$ cat config.mk
export PLATFORM = sky130hd
export DESIGN_NAME = fft_bitrev_reorder
export DESIGN_NICKNAME = d
export VERILOG_FILES = /design/src/rtl/fft_bitrev_reorder.sv
export SDC_FILE = /design/constraint.sdc
export NUM_CORES = 1
export LEC_CHECK = 0
export CORE_ASPECT_RATIO = 0.6
export CORE_MARGIN = 5
export CORE_UTILIZATION = 55
export CTS_BUF_LIST = sky130_fd_sc_hd__clkbuf_8
export CTS_CLUSTER_DIAMETER = 120
export CTS_CLUSTER_SIZE = 8
export DETAILED_ROUTE_END_ITERATION = 12
export PLACE_DENSITY_LB_ADDON = 0.12
export SYNTH_ARGS = -nofsm -noshare
export SYNTH_HDL_FRONTEND = slang
export SYNTH_SLANG_ARGS = --single-unit
$ cat constraint.sdc
create_clock -name clk -period 5.44 [get_ports clk]
set_input_delay 1.088 -clock clk [delete_from_list [all_inputs] [get_ports clk]]
set_output_delay 1.088 -clock clk [all_outputs]
set_load 0.005 [all_outputs]
$ cat src/rtl/fft_bitrev_reorder.sv
// fft_bitrev_reorder: ping-pong buffer that turns bit-reversed FFT output into natural order.
// Samples are written at bitrev(wr_cnt) and read back at ascending addresses.
// Build option FFT_REORDER_IFFT_SCALE_EN: outputs are arithmetically shifted right by
// log2(N_POINTS) for IFFT 1/N normalisation (same latency as the default build).
module fft_bitrev_reorder #(
    parameter int unsigned DATA_WIDTH = 16,
    parameter int unsigned N_POINTS   = 16
) (
    input  logic                  clk,
    input  logic                  rst,
    input  logic                  in_val,
    input  logic [DATA_WIDTH-1:0] in_re,
    input  logic [DATA_WIDTH-1:0] in_im,
    output logic                  out_val,
    input  logic                  out_ready,
    output logic [DATA_WIDTH-1:0] out_re,
    output logic [DATA_WIDTH-1:0] out_im,
    output logic                  out_last,
    output logic                  overflow
);
    localparam int AW = $clog2(N_POINTS);
    localparam int SW = 2 * DATA_WIDTH;
    localparam logic [AW-1:0] LastIdx = AW'(N_POINTS - 1);

    // Both banks live in one array addressed as {bank, addr}.
    logic [SW-1:0] mem [2*N_POINTS];

    logic [AW-1:0] wr_cnt_q, wr_cnt_d;
    logic          wr_bank_q, wr_bank_d;
    logic [1:0]    full_q, full_d;
    logic          overflow_q, overflow_d;
    logic [AW-1:0] rd_idx_q, rd_idx_d;
    logic          rd_bank_q, rd_bank_d;    // bank currently being fetched
    logic          out_bank_q, out_bank_d;  // bank whose samples are being presented
    logic          out_val_q, out_val_d;
    logic          out_last_q, out_last_d;
    logic [SW-1:0] rdata_q, rdata_d;

    logic xfer, clr, wr_ok, fetch;

    function automatic logic [AW-1:0] bitrev(input logic [AW-1:0] a);
        logic [AW-1:0] r;
        for (int i = 0; i < AW; i++) begin
            r[i] = a[AW-1-i];
        end
        return r;
    endfunction

    // Handshake decode; a bank being released this cycle may be rewritten in the same cycle.
    always_comb begin
        xfer  = out_val_q & out_ready;
        clr   = xfer & out_last_q;
        wr_ok = in_val & (~full_q[wr_bank_q] | (clr & (out_bank_q == wr_bank_q)));
        // The read-data register doubles as the output stage, so fetch only when it frees up.
        fetch = full_q[rd_bank_q] & (~out_val_q | out_ready);
    end

    // Write side: counter, bank select, full flags and sticky overflow.
    always_comb begin
        wr_cnt_d   = wr_cnt_q;
        wr_bank_d  = wr_bank_q;
        full_d     = full_q;
        overflow_d = overflow_q;
        if (clr) begin
            full_d[out_bank_q] = 1'b0;
        end
        if (wr_ok) begin
            wr_cnt_d = wr_cnt_q + AW'(1);
            if (wr_cnt_q == LastIdx) begin
                full_d[wr_bank_q] = 1'b1;
                wr_bank_d         = ~wr_bank_q;
            end
        end else if (in_val) begin
            overflow_d = 1'b1;
        end
    end

    // Read side: synchronous fetch into the output register, held while stalled.
    always_comb begin
        rd_idx_d   = rd_idx_q;
        rd_bank_d  = rd_bank_q;
        out_bank_d = out_bank_q ^ clr;
        out_val_d  = out_val_q;
        out_last_d = out_last_q;
        rdata_d    = rdata_q;
        if (fetch) begin
            rdata_d    = mem[{rd_bank_q, rd_idx_q}];
            out_val_d  = 1'b1;
            out_last_d = (rd_idx_q == LastIdx);
            rd_idx_d   = rd_idx_q + AW'(1);
            if (rd_idx_q == LastIdx) begin
                rd_bank_d = ~rd_bank_q;
            end
        end else if (xfer) begin
            out_val_d  = 1'b0;
            out_last_d = 1'b0;
        end
    end

    // Sample storage: write port only, no reset so it can map to block RAM.
    always_ff @(posedge clk) begin
        if (wr_ok) begin
            mem[{wr_bank_q, bitrev(wr_cnt_q)}] <= {in_re, in_im};
        end
    end

    // Control and output state registers.
    always_ff @(posedge clk or negedge rst) begin
        if (!rst) begin
            wr_cnt_q   <= '0;
            wr_bank_q  <= 1'b0;
            full_q     <= '0;
            overflow_q <= 1'b0;
            rd_idx_q   <= '0;
            rd_bank_q  <= 1'b0;
            out_bank_q <= 1'b0;
            out_val_q  <= 1'b0;
            out_last_q <= 1'b0;
            rdata_q    <= '0;
        end else begin
            wr_cnt_q   <= wr_cnt_d;
            wr_bank_q  <= wr_bank_d;
            full_q     <= full_d;
            overflow_q <= overflow_d;
            rd_idx_q   <= rd_idx_d;
            rd_bank_q  <= rd_bank_d;
            out_bank_q <= out_bank_d;
            out_val_q  <= out_val_d;
            out_last_q <= out_last_d;
            rdata_q    <= rdata_d;
        end
    end

    // Output drive; scaling is pure wiring so both builds share the same latency.
    always_comb begin
        out_val  = out_val_q;
        out_last = out_last_q;
        overflow = overflow_q;
`ifdef FFT_REORDER_IFFT_SCALE_EN
        out_re   = $signed(rdata_q[SW-1:DATA_WIDTH]) >>> AW;
        out_im   = $signed(rdata_q[DATA_WIDTH-1:0]) >>> AW;
`else
        out_re   = rdata_q[SW-1:DATA_WIDTH];
        out_im   = rdata_q[DATA_WIDTH-1:0];
`endif
    end

endmodule
==> results of run 1 <==
through the flow:
| stage | instance area (sq um) | utilization (%) | worst slack [ps] | total power, uW |
|---|---|---|---|---|
| after floorplan | 41200 | - | 732 | 14200 |
| after global placement | 43200 | 58.5 | 1380 | 16800 |
| final | 45700 | 61.8 | 2060 | 22300 |
| after global routing | 45700 | 61.8 | 1740 | 23100 |
| after CTS | 45700 | 61.8 | 2020 | 22300 |
| after detailed placement | 43200 | 58.5 | 1420 | 16800 |
layout make-up:
class	count	area, sq um
diodes	2	5.00
clock buffers	156	2150
clock inverters	73	312
fillers	5059	28200
inverters	3	11.3
multi-input cells	736	8890
flip-flops and latches	1072	32000
well taps	987	1230
repair buffers	136	1130
sequential cells by signal (all words and copies together) (netlist names):
name / cells
wr_bank_q: 1
out_val: 1
mem: 1024
out_bank_q: 1
out_last: 1
rd_bank_q: 1
rdata_q: 32
overflow: 1
rd_idx_q: 4
wr_cnt_q: 4
full_q: 2
path summary, 6_finish.rpt:
| path | startpoint | endpoint | slack, ps |
|---|---|---|---|
| max | rd_idx_q[1] | rdata_q[20] | 2060 |
| min reg2reg | overflow | overflow | 470 |
| max reg2reg | rd_idx_q[1] | rdata_q[20] | 2060 |
| min | rst | overflow | 430 |
| max in group asynchronous | rst | rd_idx_q[0] | 4380 |
| min in group clk | overflow | overflow | 470 |
synthesized netlist by cell type, types with 2 or more instances:
master                      number  area share, %
sky130_fd_sc_hd__mux2_2        193            5.3
sky130_fd_sc_hd__clkbuf_1       43           0.39
sky130_fd_sc_hd__dfrtp_1        48            2.9
sky130_fd_sc_hd__mux2i_1        64            1.6
sky130_fd_sc_hd__nand2_1        72           0.66
sky130_fd_sc_hd__and3b_1         3          0.064
sky130_fd_sc_hd__nor2_1         21           0.19
sky130_fd_sc_hd__o2111ai_1      63            1.3
sky130_fd_sc_hd__a21oi_1         2          0.024
sky130_fd_sc_hd__edfxtp_1     1024             75
sky130_fd_sc_hd__o21ai_0         4          0.049
sky130_fd_sc_hd__o211a_1        31           0.75
sky130_fd_sc_hd__nand4_1         6          0.091
sky130_fd_sc_hd__buf_1           4          0.036
sky130_fd_sc_hd__inv_1           3          0.027
sky130_fd_sc_hd__buf_4          19           0.35
sky130_fd_sc_hd__buf_2          41           0.50
sky130_fd_sc_hd__and3_1          3          0.046
sky130_fd_sc_hd__a22oi_1        32           0.58
sky130_fd_sc_hd__nor2b_1         2          0.030
sky130_fd_sc_hd__or3_1           2          0.030
sky130_fd_sc_hd__xnor2_1         7           0.15
sky130_fd_sc_hd__nand3_1         9           0.11
sky130_fd_sc_hd__nand2b_1        2          0.030
sky130_fd_sc_hd__nor3_1         16           0.19
sky130_fd_sc_hd__buf_6           5           0.14
sky130_fd_sc_hd__mux4_2        160            8.7
sky130_fd_sc_hd__a222oi_1       32           0.78
sky130_fd_sc_hd__ha_1            2          0.061
cells by family after synthesis:
kind of cell             Yosys count  share of synthesized area [%]
multiplexers                     418                           15.6
adder cells (fa/ha/maj)            2                         0.0607
flip-flops                      1072                           77.6
buffers and inverters            115                           1.44
AND/OR/NAND/NOR                  140                           1.53
XOR/XNOR                           8                          0.170
AO/OA/AOI/OAI                    168                           3.61
power by group through the flow:
stage | Sequential (uW) | Combinational [uW] | Clock (uW)
final | 10300 | 6460 | 5520
after global routing | 10300 | 6760 | 6020
after CTS | 10300 | 6420 | 5620
after detailed placement | 10400 | 6410 | 0
after global placement | 10400 | 6370 | 0
after floorplan | 9980 | 4180 | 0
routing by layer:
metal | up-vias | part of all wire, % | GRT usage [%]
met2 | 1274 | 41 | 35.5
met3 | 124 | 12 | 7.46
met4 | 0 | 2.0 | 7.09
met1 | 11100 | 45 | 44.8
met5 | - | 0 | 0
li1 | 8403 | - | -
==> reports/qor.log, run 1 <==
INFO  outcome        run_status=complete, no violations
INFO  sta            finalSetupTns=0ps
INFO  clock_network  tritoncts_num_sinks=1,072
INFO  clock_network  post_cts.resized_instances=0
INFO  finish         layout_net_count=2,138
INFO  route          postRouteWirelength=108mm
INFO  worst_setup_path path_delay_family=compound AO/OA/AOI/OAI gates
INFO  global_routing grt_util_all_layers=27.1%
INFO  floorplanning  die_y=222microns
INFO  finish         most_common_library_cell_in_the_layout_ignoring_fill_and_taps=sky130_fd_sc_hd__edfxtp_1
INFO  clock_network  cts.hold.buffers_added=0
INFO  global_routing antenna_violations_before_repair=7
INFO  clock_network  htree_levels=4
INFO  route          avgViaCountPerCell=6.60
INFO  worst_setup_path arrival_time_at_the_worst_endpoint=4060ps
INFO  worst_setup_path worst_ep_required_time=6120ps
INFO  finish         final_layout_size_suffix_gt1_share=30.3%
INFO  worst_hold_path hp-class=input port to asynchronous set/reset pin
INFO  clock_network  cts_post_setup_buffers_inserted=0
INFO  worst_setup_path worst_path_max_delay_cell=sky130_fd_sc_hd__dfrtp_4
INFO  clock_network  clock_transition_at_the_registers_of_the_reported_paths=70ps
INFO  power_and_ir_drop power.density=487nW/um^2
INFO  synth          number_of_different_library_cells_in_the_post_synthesis_netlist=39
INFO  worst_setup_path critical_path_startpoint_category=register
INFO  worst_setup_path critical_path_class=register to register
INFO  clock_network  worst_skew_pair.late_latency=800ps
INFO  synth          syn_area=41,200squm
INFO  power_and_ir_drop cellLeakagePower=0.0146uW
INFO  floorplanning  fp.dieW=363microns
INFO  place          routabilityCongestion=0.847
INFO  worst_setup_path worstPathBufferInverterCount=2
INFO  global_routing grt_pass1_vias=20.6k
INFO  global_routing overflow=0
INFO  place          place_hpwl=64.8mm
INFO  synth          average_size_of_a_mapped_cell=21.4squm
INFO  worst_setup_path timing.critical_path.slowest_cell_delay=960ps
INFO  route          remaining_drc_errors=0
INFO  floorplanning  initial_core_util=55.7%
INFO  route          drt.antenna.violating_nets=0
INFO  route          vias=20.9k
INFO  sta            final_max_slew_viol_count=0
INFO  synth          number_of_instances_in_the_synthesized_netlist=1,923
INFO  sta            setup_viol=0
INFO  worst_setup_path setup.worst_path.end_class=register
INFO  finish         area_delta_synth_final=10.9%
INFO  place          instance_count_after_placement_with_tap_cells_included=2,934
INFO  sta            worst_slew_margin_rel=28.4%
INFO  synth          sequential_area_share_after_synthesis=77.6%
INFO  global_routing grt_first_pass_wirelength=153mm
INFO  power_and_ir_drop power_switching=7320uW
INFO  power_and_ir_drop vdd_drop_max=0.235mV
INFO  sta            grt_setup_unrepaired=no
INFO  run            max_cap_viol_count=0
INFO  worst_setup_path critPathMaxFanout=40
INFO  sta            hold_ws=434ps
INFO  floorplanning  coreArea=73,900squm
INFO  finish         finish.cell_count_without_fillers=3,165
INFO  power_and_ir_drop combPwrFrac=29.0%
INFO  route          drt-pass1-iter-count=7
INFO  clock_network  cts_made_buffers=151
INFO  finish         layout_common_cells=1,024 x sky130_fd_sc_hd__edfxtp_1, 193 x sky130_fd_sc_hd__mux2_2, 160 x sky130_fd_sc_hd__mux4_2
INFO  sta            clock.fmax=0.296GHz
INFO  worst_setup_path r2r_cells=6
INFO  synth          ys.warnings.count=0
INFO  sta            final-hold-violation-count=0
INFO  clock_network  clk_root_buffer_cell=sky130_fd_sc_hd__clkbuf_8
INFO  clock_network  cts_tree=built
INFO  worst_setup_path crit_chain=buf_4 > buf_4 > mux2_2 > a222oi_1 > o2111ai_1 > o211a_1
INFO  worst_setup_path cp.depth=6
INFO  place          io_buffer_count=70
INFO  power_and_ir_drop power_frac_seq=46.2%
INFO  synth          synth-edff-count=1,024
INFO  clock_network  largest_buffer_count_on_any_clock_path=3
INFO  floorplanning  design.die.area=80,600squm
INFO  floorplanning  core.rowCount=77
INFO  power_and_ir_drop switching_share=32.9%
INFO  global_routing maximum_number_of_pins_on_one_net_before_global_route_repair=72
INFO  synth          synthArstFlopShare=4.48%
INFO  synth          synth_ff_type=sky130_fd_sc_hd__edfxtp_1
INFO  sta            layout_worst_path_cycle_share=62.2%
INFO  route          detail_route.iter0.violations=3,487
INFO  synth          syn-num-nets=1,961
INFO  sta            worst-slew-pin-transition=1070ps
INFO  floorplanning  io-pin-count=71
INFO  worst_setup_path cpMostUsedCell=sky130_fd_sc_hd__buf_4
INFO  sta            min_period=3380ps
INFO  power_and_ir_drop power.clock.fraction=24.8%
INFO  sta            finClkSkew=33.8ps
INFO  synth          ys_ff_latch=1,072
INFO  power_and_ir_drop power_report.internal_total=14,900uW
INFO  route          wl_per_cell=34.1microns
No activity file was read; power rests on OpenSTA's default activity.
==> run 2: changes to the inputs <==
clock period = 2.8 ns   (was 5.44 ns; I/O delays follow)
==> reports/qor.log, run 2 (synthesis results as in run 1) <==
INFO  route          wl_per_cell=30.4microns
INFO  floorplanning  initial_core_util=55.7%
INFO  finish         largest_register_ff_count=1,024
INFO  route          routedLengthMet1=45.3mm
INFO  floorplanning  coreArea=73,900squm
INFO  route          postRouteWirelength=101mm
INFO  finish         fin_area=47,700squm
INFO  finish         top_register=mem
INFO  power_and_ir_drop fin_total_pwr=43,800uW
INFO  floorplanning  die_y=222microns
INFO  run            max_cap_viol_count=0
INFO  place          place_hpwl=61.8mm
INFO  worst_setup_path cpMostUsedCell=sky130_fd_sc_hd__buf_12
INFO  clock_network  worst_skew_pair.late_latency=810ps
INFO  outcome        run_status=complete, no violations
INFO  route          drt-pass1-iter-count=8
INFO  finish         reg_top3=mem (1024), rdata_q (32)
INFO  sta            finClkSkew=39.3ps
INFO  place          routabilityCongestion=0.827
INFO  worst_setup_path critical_path_class=register to register
INFO  global_routing grt_first_pass_wirelength=148mm
INFO  route          avgViaCountPerCell=6.28
INFO  route          highest_layer=met4
INFO  finish         fin_util=64.5%
INFO  route          vias=20.8k
INFO  route          drt.antenna.violating_nets=0
INFO  clock_network  clk_root_buffer_cell=sky130_fd_sc_hd__clkbuf_8
INFO  place          place_ws=36.0ps
INFO  clock_network  cts_post_setup_buffers_inserted=0
INFO  floorplanning  design.die.area=80,600squm
INFO  sta            min_period=2640ps
INFO  worst_setup_path r2r_cells=7
INFO  global_routing grt_pass1_vias=21.2k
INFO  worst_setup_path worst_path_max_delay_cell=sky130_fd_sc_hd__dfrtp_4
INFO  power_and_ir_drop power.clock.fraction=25.0%
INFO  global_routing maximum_number_of_pins_on_one_net_before_global_route_repair=49
INFO  worst_setup_path crit_chain=buf_12 > buf_12 > mux4_2 > mux2i_1 > buf_4 > o2111ai_1 > o211a_1
INFO  worst_setup_path setup.worst_path.end_class=register
INFO  clock_network  cts_tree=built
INFO  sta            final-hold-violation-count=0
INFO  finish         most_common_library_cell_in_the_layout_ignoring_fill_and_taps=sky130_fd_sc_hd__edfxtp_1
INFO  finish         final_layout_size_suffix_gt1_share=31.9%
INFO  sta            clock.fmax=0.378GHz
INFO  finish         fillCellCount=4,892
INFO  power_and_ir_drop switching_share=31.2%
INFO  floorplanning  io-pin-count=71
INFO  global_routing antenna_violations_before_repair=1
INFO  floorplanning  fp.dieW=363microns
INFO  finish         area_delta_synth_final=15.7%
INFO  worst_setup_path timing.critical_path.slowest_cell_delay=740ps
INFO  clock_network  cts.hold.buffers_added=1
INFO  sta            setup_viol=0
INFO  sta            worst-slew-pin-transition=994ps
INFO  power_and_ir_drop power_report.internal_total=30,100uW
INFO  worst_hold_path hp-class=input port to asynchronous set/reset pin
INFO  worst_setup_path arrival_time_at_the_worst_endpoint=3320ps
INFO  sta            worst_slew_margin_rel=33.7%
INFO  finish         diodes=0
INFO  sta            final_max_slew_viol_count=0
INFO  clock_network  tritoncts_num_sinks=1,072
INFO  global_routing overflow=0
INFO  worst_setup_path critPathMaxFanout=41
INFO  power_and_ir_drop power.density=918nW/um^2
INFO  power_and_ir_drop vdd_drop_max=0.562mV
INFO  clock_network  largest_buffer_count_on_any_clock_path=3
INFO  finish         layout_common_cells=1,024 x sky130_fd_sc_hd__edfxtp_1, 193 x sky130_fd_sc_hd__mux2_2, 160 x sky130_fd_sc_hd__mux4_2, 160 x sky130_fd_sc_hd__clkbuf_8, 112 x sky130_fd_sc_hd__buf_4
INFO  worst_setup_path critical_path_startpoint_category=register
INFO  floorplanning  core.rowCount=77
INFO  sta            layout_worst_path_cycle_share=94.4%
INFO  clock_network  post_cts.resized_instances=0
INFO  route          detail_route.iter0.violations=2,653
INFO  worst_setup_path worst_ep_required_time=3470ps
INFO  place          io_buffer_count=70
INFO  clock_network  cts_made_buffers=151
INFO  finish         layout_net_count=2,248
INFO  route          met3RoutedLength=9.06mm
INFO  sta            finalWorstSetupSlack=157ps
INFO  clock_network  clock_transition_at_the_registers_of_the_reported_paths=80ps
INFO  global_routing grt_util_all_layers=25.6%
INFO  sta            grt_setup_unrepaired=no
INFO  power_and_ir_drop power_frac_seq=44.5%
INFO  route          remaining_drc_errors=0
INFO  power_and_ir_drop cellLeakagePower=0.0157uW
INFO  clock_network  htree_levels=4
INFO  power_and_ir_drop combPwrFrac=30.4%
INFO  place          post_dp_cell_area=45,000squm
INFO  route          detailroute.wirelength.met2=44.3mm
INFO  power_and_ir_drop power_switching=13,600uW
## run 2: cell count changes in the layout (fill, tap and decap cells not counted), sizes merged
cell           previous run  this run
buf                      95       176
clkbuf                  156       160
clkdlybuf4s50            41        69
clkinvlp                  6         2
diode                     2         0
dlygate4sd3               0         1
inv                      70       110
## run 2: per-stage QoR
step / std cells / hold WS (ps) / TNS, ps
6_report: 3313 / 345 / 0
5_1_grt: 3313 / 337 / 0
3_3_place_gp: 3043 / 442 / 0
4_1_cts: 3313 / 232 / 0
2_1_floorplan: 1923 / 264 / -217050
3_5_place_dp: 3043 / 481 / 0
## run 2: layout make-up
class,count,area (sq um),share of cell area [%]
multi-input cells,736,9000,18.9
clock inverters,109,439,0.921
well taps,987,1230,2.59
flip-flops and latches,1072,32000,67.1
clock buffers,160,2200,4.62
repair buffers,246,2810,5.89
inverters,3,11.3,0.0236
## run 2: layer usage
layer / up-vias / track usage [%]
li1: 8666 / -
met1: 11000 / 40.5
met2: 1002 / 36.4
met3: 128 / 5.67
met4: 0 / 6.86
met5: - / 0
## run 2: power groups by stage
stage                     registers [uW]  clock network, uW  logic, uW
after floorplan                    19400                  0       8290
after global placement             19800                  0      13200
after detailed placement           19800                  0      13300
after CTS                          19500              11200      13400
after global routing               19500              12000      14100
final                              19500              11000      13300
## run 2: worst max-delay path, delay by kind of cell (launching register included)
kind | cells | cell delay (ps)
AO/OA/AOI/OAI | 2 | 520
flip-flops | 1 | 740
buffers and inverters | 3 | 710
multiplexers | 2 | 470
## run 2: path summary, 6_finish.rpt
path / start / end / slack (ps)
min reg2reg: overflow / overflow / 490
min: rst / full_q[0] / 350
max reg2reg: rd_idx_q[2] / rdata_q[22] / 160
max: rd_idx_q[2] / rdata_q[22] / 160
max in group asynchronous: rst / rd_idx_q[1] / 2120
min in group clk: out_ready / out_bank_q / 420
==> RTL change 1 (flow settings as in run 1) <==
Change the parameter `DATA_WIDTH` from 16 to 24.
--- a/src/rtl/fft_bitrev_reorder.sv
+++ b/src/rtl/fft_bitrev_reorder.sv
@@ -3,7 +3,7 @@
 // Build option FFT_REORDER_IFFT_SCALE_EN: outputs are arithmetically shifted right by
 // log2(N_POINTS) for IFFT 1/N normalisation (same latency as the default build).
 module fft_bitrev_reorder #(
-    parameter int unsigned DATA_WIDTH = 16,
+    parameter int unsigned DATA_WIDTH = 24,
     parameter int unsigned N_POINTS   = 16
 ) (
     input  logic                  clk,
Ports: changed (resized in_im, in_re, out_im and out_re); port bits go from 71 to 103. No check against the original RTL was run, so the function may have changed too.
==> RTL change 1 against run 1 <==
Via count rose by 42%. Wire length rose by 35%. Combinational power rose by 38%. Final area rose by 49%. Power rose by 43%. Sequential cell count rose by 528. First-iteration DRC count rose by 1.6%. Setup slack got worse by 440 ps. Highest routed layer unchanged. Core utilization rose by 0.13 points. Area after synthesis rose by 49%. Non-clock buffer count rose by 80.
==> RTL change 1: results <==
set metrics [dict create \
    fin_area_um2 68200 \
    synthAdderAreaFrac_pct 0.0408 \
    reg.largest.list "mem (1536), rdata_q (48)" \
    preCtsSetupSlack_ps 876 \
    use_met3_pct 3.72 \
    clock_latency_ps 900 \
    async_reset_ff_share_pct 4.00 \
    synth_common_cells "1,536 x edfxtp_1, 289 x mux2_2, 240 x mux4_2, 104 x nand2_1, 96 x mux2i_1" \
    grt_use_total_pct 25.0 \
    multi_input_gates 1056 \
    finClkSkew_ps 34.4 \
    status "complete, no violations" \
    grt_pass1_wl_mm 213 \
    avgSynthCellArea_um2 21.7 \
    clock_area_share_pct 5.24 \
    wirelength_mm 146 \
    rrSetupSlack_ps 1620 \
    port-buffer-count 102 \
    grtUsageMet1_pct 38.2 \
    syn_inst 2825 \
    synth.area.top_cells "edfxtp_1 75%, mux4_2 8.8%, mux2_2 5.3%, dfrtp_1 2.6%, mux2i_1 1.6%" \
    synth_edf_count 1536 \
    buffers 216 \
    switching_share_pct 31.2 \
    final_cells 4720 \
    seq_cells 1600 \
    routed-via-count 29700 \
    reg2reg_from "rd_idx_q[3]" \
    crit_fanout 58 \
    place_inst 4363 \
    hpwl_mm 84.8 \
]
[RTL change 1: cell count changes in the layout (fill, tap and decap cells not counted), sizes merged, moves of 58 or more]
cell           delta
mux2             +96
edfxtp          +512
clkbuf           +61
inv              +65
clkdlybuf4s50    +58
mux4             +80
[RTL change 1: worst max path at each step]
stage	startpoint	endpoint	slack, ps	depth (start not counted)
after floorplan	out_ready	mem[6][0]	-430	5
after global placement	out_ready	mem[31][14]	890	7
after detailed placement	out_ready	mem[31][14]	880	7
after CTS	rd_idx_q[3]	rdata_q[40]	1700	6
after global routing	rd_idx_q[3]	rdata_q[40]	1500	6
final	rd_idx_q[3]	rdata_q[40]	1620	6
[RTL change 1: power by group through the flow]
stage	clock network (mW)	registers, mW	logic [mW]
2_1_floorplan	0	14.9	6.15
3_3_place_gp	0	15.3	8.89
3_5_place_dp	0	15.3	9.00
4_1_cts	8.16	15.1	9.03
5_1_grt	8.76	15.1	9.44
6_report	7.97	15.0	8.93
==> RTL change 2 (flow settings as in run 1) <==
Made on the original files. Take the reset off `rdata_q` and load it in a clocked block of its own.
--- a/src/rtl/fft_bitrev_reorder.sv
+++ b/src/rtl/fft_bitrev_reorder.sv
@@ -116,7 +116,6 @@
             out_bank_q <= 1'b0;
             out_val_q  <= 1'b0;
             out_last_q <= 1'b0;
-            rdata_q    <= '0;
         end else begin
             wr_cnt_q   <= wr_cnt_d;
             wr_bank_q  <= wr_bank_d;
@@ -127,8 +126,11 @@
             out_bank_q <= out_bank_d;
             out_val_q  <= out_val_d;
             out_last_q <= out_last_d;
-            rdata_q    <= rdata_d;
         end
+    end
+
+    always_ff @(posedge clk) begin
+        rdata_q <= rdata_d;
     end
 
     // Output drive; scaling is pure wiring so both builds share the same latency.
Behaviour: no difference found for any inputs over 4 cycles, from zero or initial values and one cycle with rst low; that may be too few to reach the edited logic, so the function may still have changed.
==> RTL change 2 against run 1 <==
Sequential cell count unchanged. Synthesized cell count decreased by 5.4%. Area after synthesis decreased by 1.6%. Wire length decreased by 8.2%. Setup slack got worse by 88 ps. Non-clock buffer count increased by 11. Final area decreased by 1.3%. Fmax decreased by 2.5%. Sequential share of layout area increased by 1.3 points. Power decreased by 0.72%.
==> RTL change 2: results <==
set metrics [dict create \
    synth-compound-area-share_pct 4.05 \
    synth.area.top_cells "edfxtp_1 78%, mux4_2 11%, mux2i_1 3.3%, a22oi_1 1.8%, dfrtp_1 0.99%" \
    preCtsSetupSlack_ps 1260 \
    dr.pass1.iters 5 \
    status "complete, no violations" \
    critical_path_arrival_ps 3980 \
    synthesis.nets 1857 \
    first_global_vias 19500 \
    final_cells 3045 \
    grt_use_total_pct 25.5 \
    synth_common_cells "1,056 x edfxtp_1, 191 x mux4_2, 132 x mux2i_1, 95 x a22oi_1, 47 x clkbuf_1" \
    finClkSkew_ps 37.0 \
    max_stage_delay_ps 850 \
    async_reset_ff_share_pct 1.49 \
    clock_latency_ps 800 \
    synth.mux.area_fraction_pct 13.9 \
    met2_length_mm 39.1 \
    place.gp.congestion 0.838 \
    grtUsageMet1_pct 41.4 \
    grt_pass1_wl_mm 142 \
    switching_share_pct 32.6 \
    final_nets 2054 \
    grt_max_degree 130 \
    combPwrFrac_pct 29.2 \
    tightestPinTransition_ps 1180 \
    synth_edf_count 1056 \
    synth_xor_area_share_pct 0.216 \
    dr_wl_met3_mm 14.0 \
    routed.top_layer "met5" \
    use_met3_pct 10.9 \
    rrSetupSlack_ps 1970 \
    synth_cell_type_count 36 \
    p_clk_share_pct 24.4 \
    htreeDepth 4 \
    place_inst 2850 \
    hpwl_mm 61.1 \
    cts_root_buf "clkbuf_8" \
    antenna_found_initial 8 \
    drt-wirelength-per-cell_um 32.6 \
    switchingPower_mw 7.20 \
    synthAdderAreaFrac_pct 0.0617 \
    placed_area_um2 42800 \
    hp-start "out_bank_q" \
    min_path_type "register to register" \
    reg2reg_from "rd_idx_q[0]" \
    drt-met1-wl_mm 44.7 \
    crit_fanout 31 \
    grtUsageMet2_pct 31.7 \
    vdd_drop_max_v 0.000313 \
    drt_iter0_markers 2659 \
    avgSynthCellArea_um2 22.3 \
    vias_per_cell 6.46 \
    ys_seq_area_share_pct 79.2 \
    critPathTopFamily "buffers and inverters" \
    hold_ws_ps 555 \
    r2r_end "rdata_q[4]" \
    leakagePower_nw 14.3 \
    cp-start-kind "register" \
    reg2regPathDepth 5 \
    drive_above_1_share_pct 23.5 \
]
RTL change 2: cell types whose count changed after synthesis, sizes merged, moves of 33 or more:
cell / delta
a22oi: +63
mux2i: +68
o221ai: +33
o2111ai: -63
mux2: -192
nand2: -66
RTL change 2: area by class of cell:
cell class | count | area (um^2)
Antenna cell | 2 | 5.00
Clock buffer | 155 | 2130
Clock inverter | 38 | 181
Fill cell | 5041 | 28200
Inverter | 6 | 22.5
Multi-Input combinational cell | 638 | 8020
Sequential cell | 1072 | 32100
Tap cell | 987 | 1230
Timing Repair Buffer | 147 | 1390
RTL change 2: worst max-delay path by stage:
stage | from | endpoint | slack [ps] | depth (start not counted)
4_1_cts | rd_idx_q[0] | rdata_q[1] | 1920 | 5
5_1_grt | rd_idx_q[0] | rdata_q[1] | 1660 | 5
6_report | rd_idx_q[0] | rdata_q[4] | 1970 | 5
2_1_floorplan | out_ready | mem[13][0] | 1720 | 4
3_5_place_dp | out_ready | mem[11][25] | 1260 | 6
3_3_place_gp | out_ready | mem[3][29] | 1300 | 6
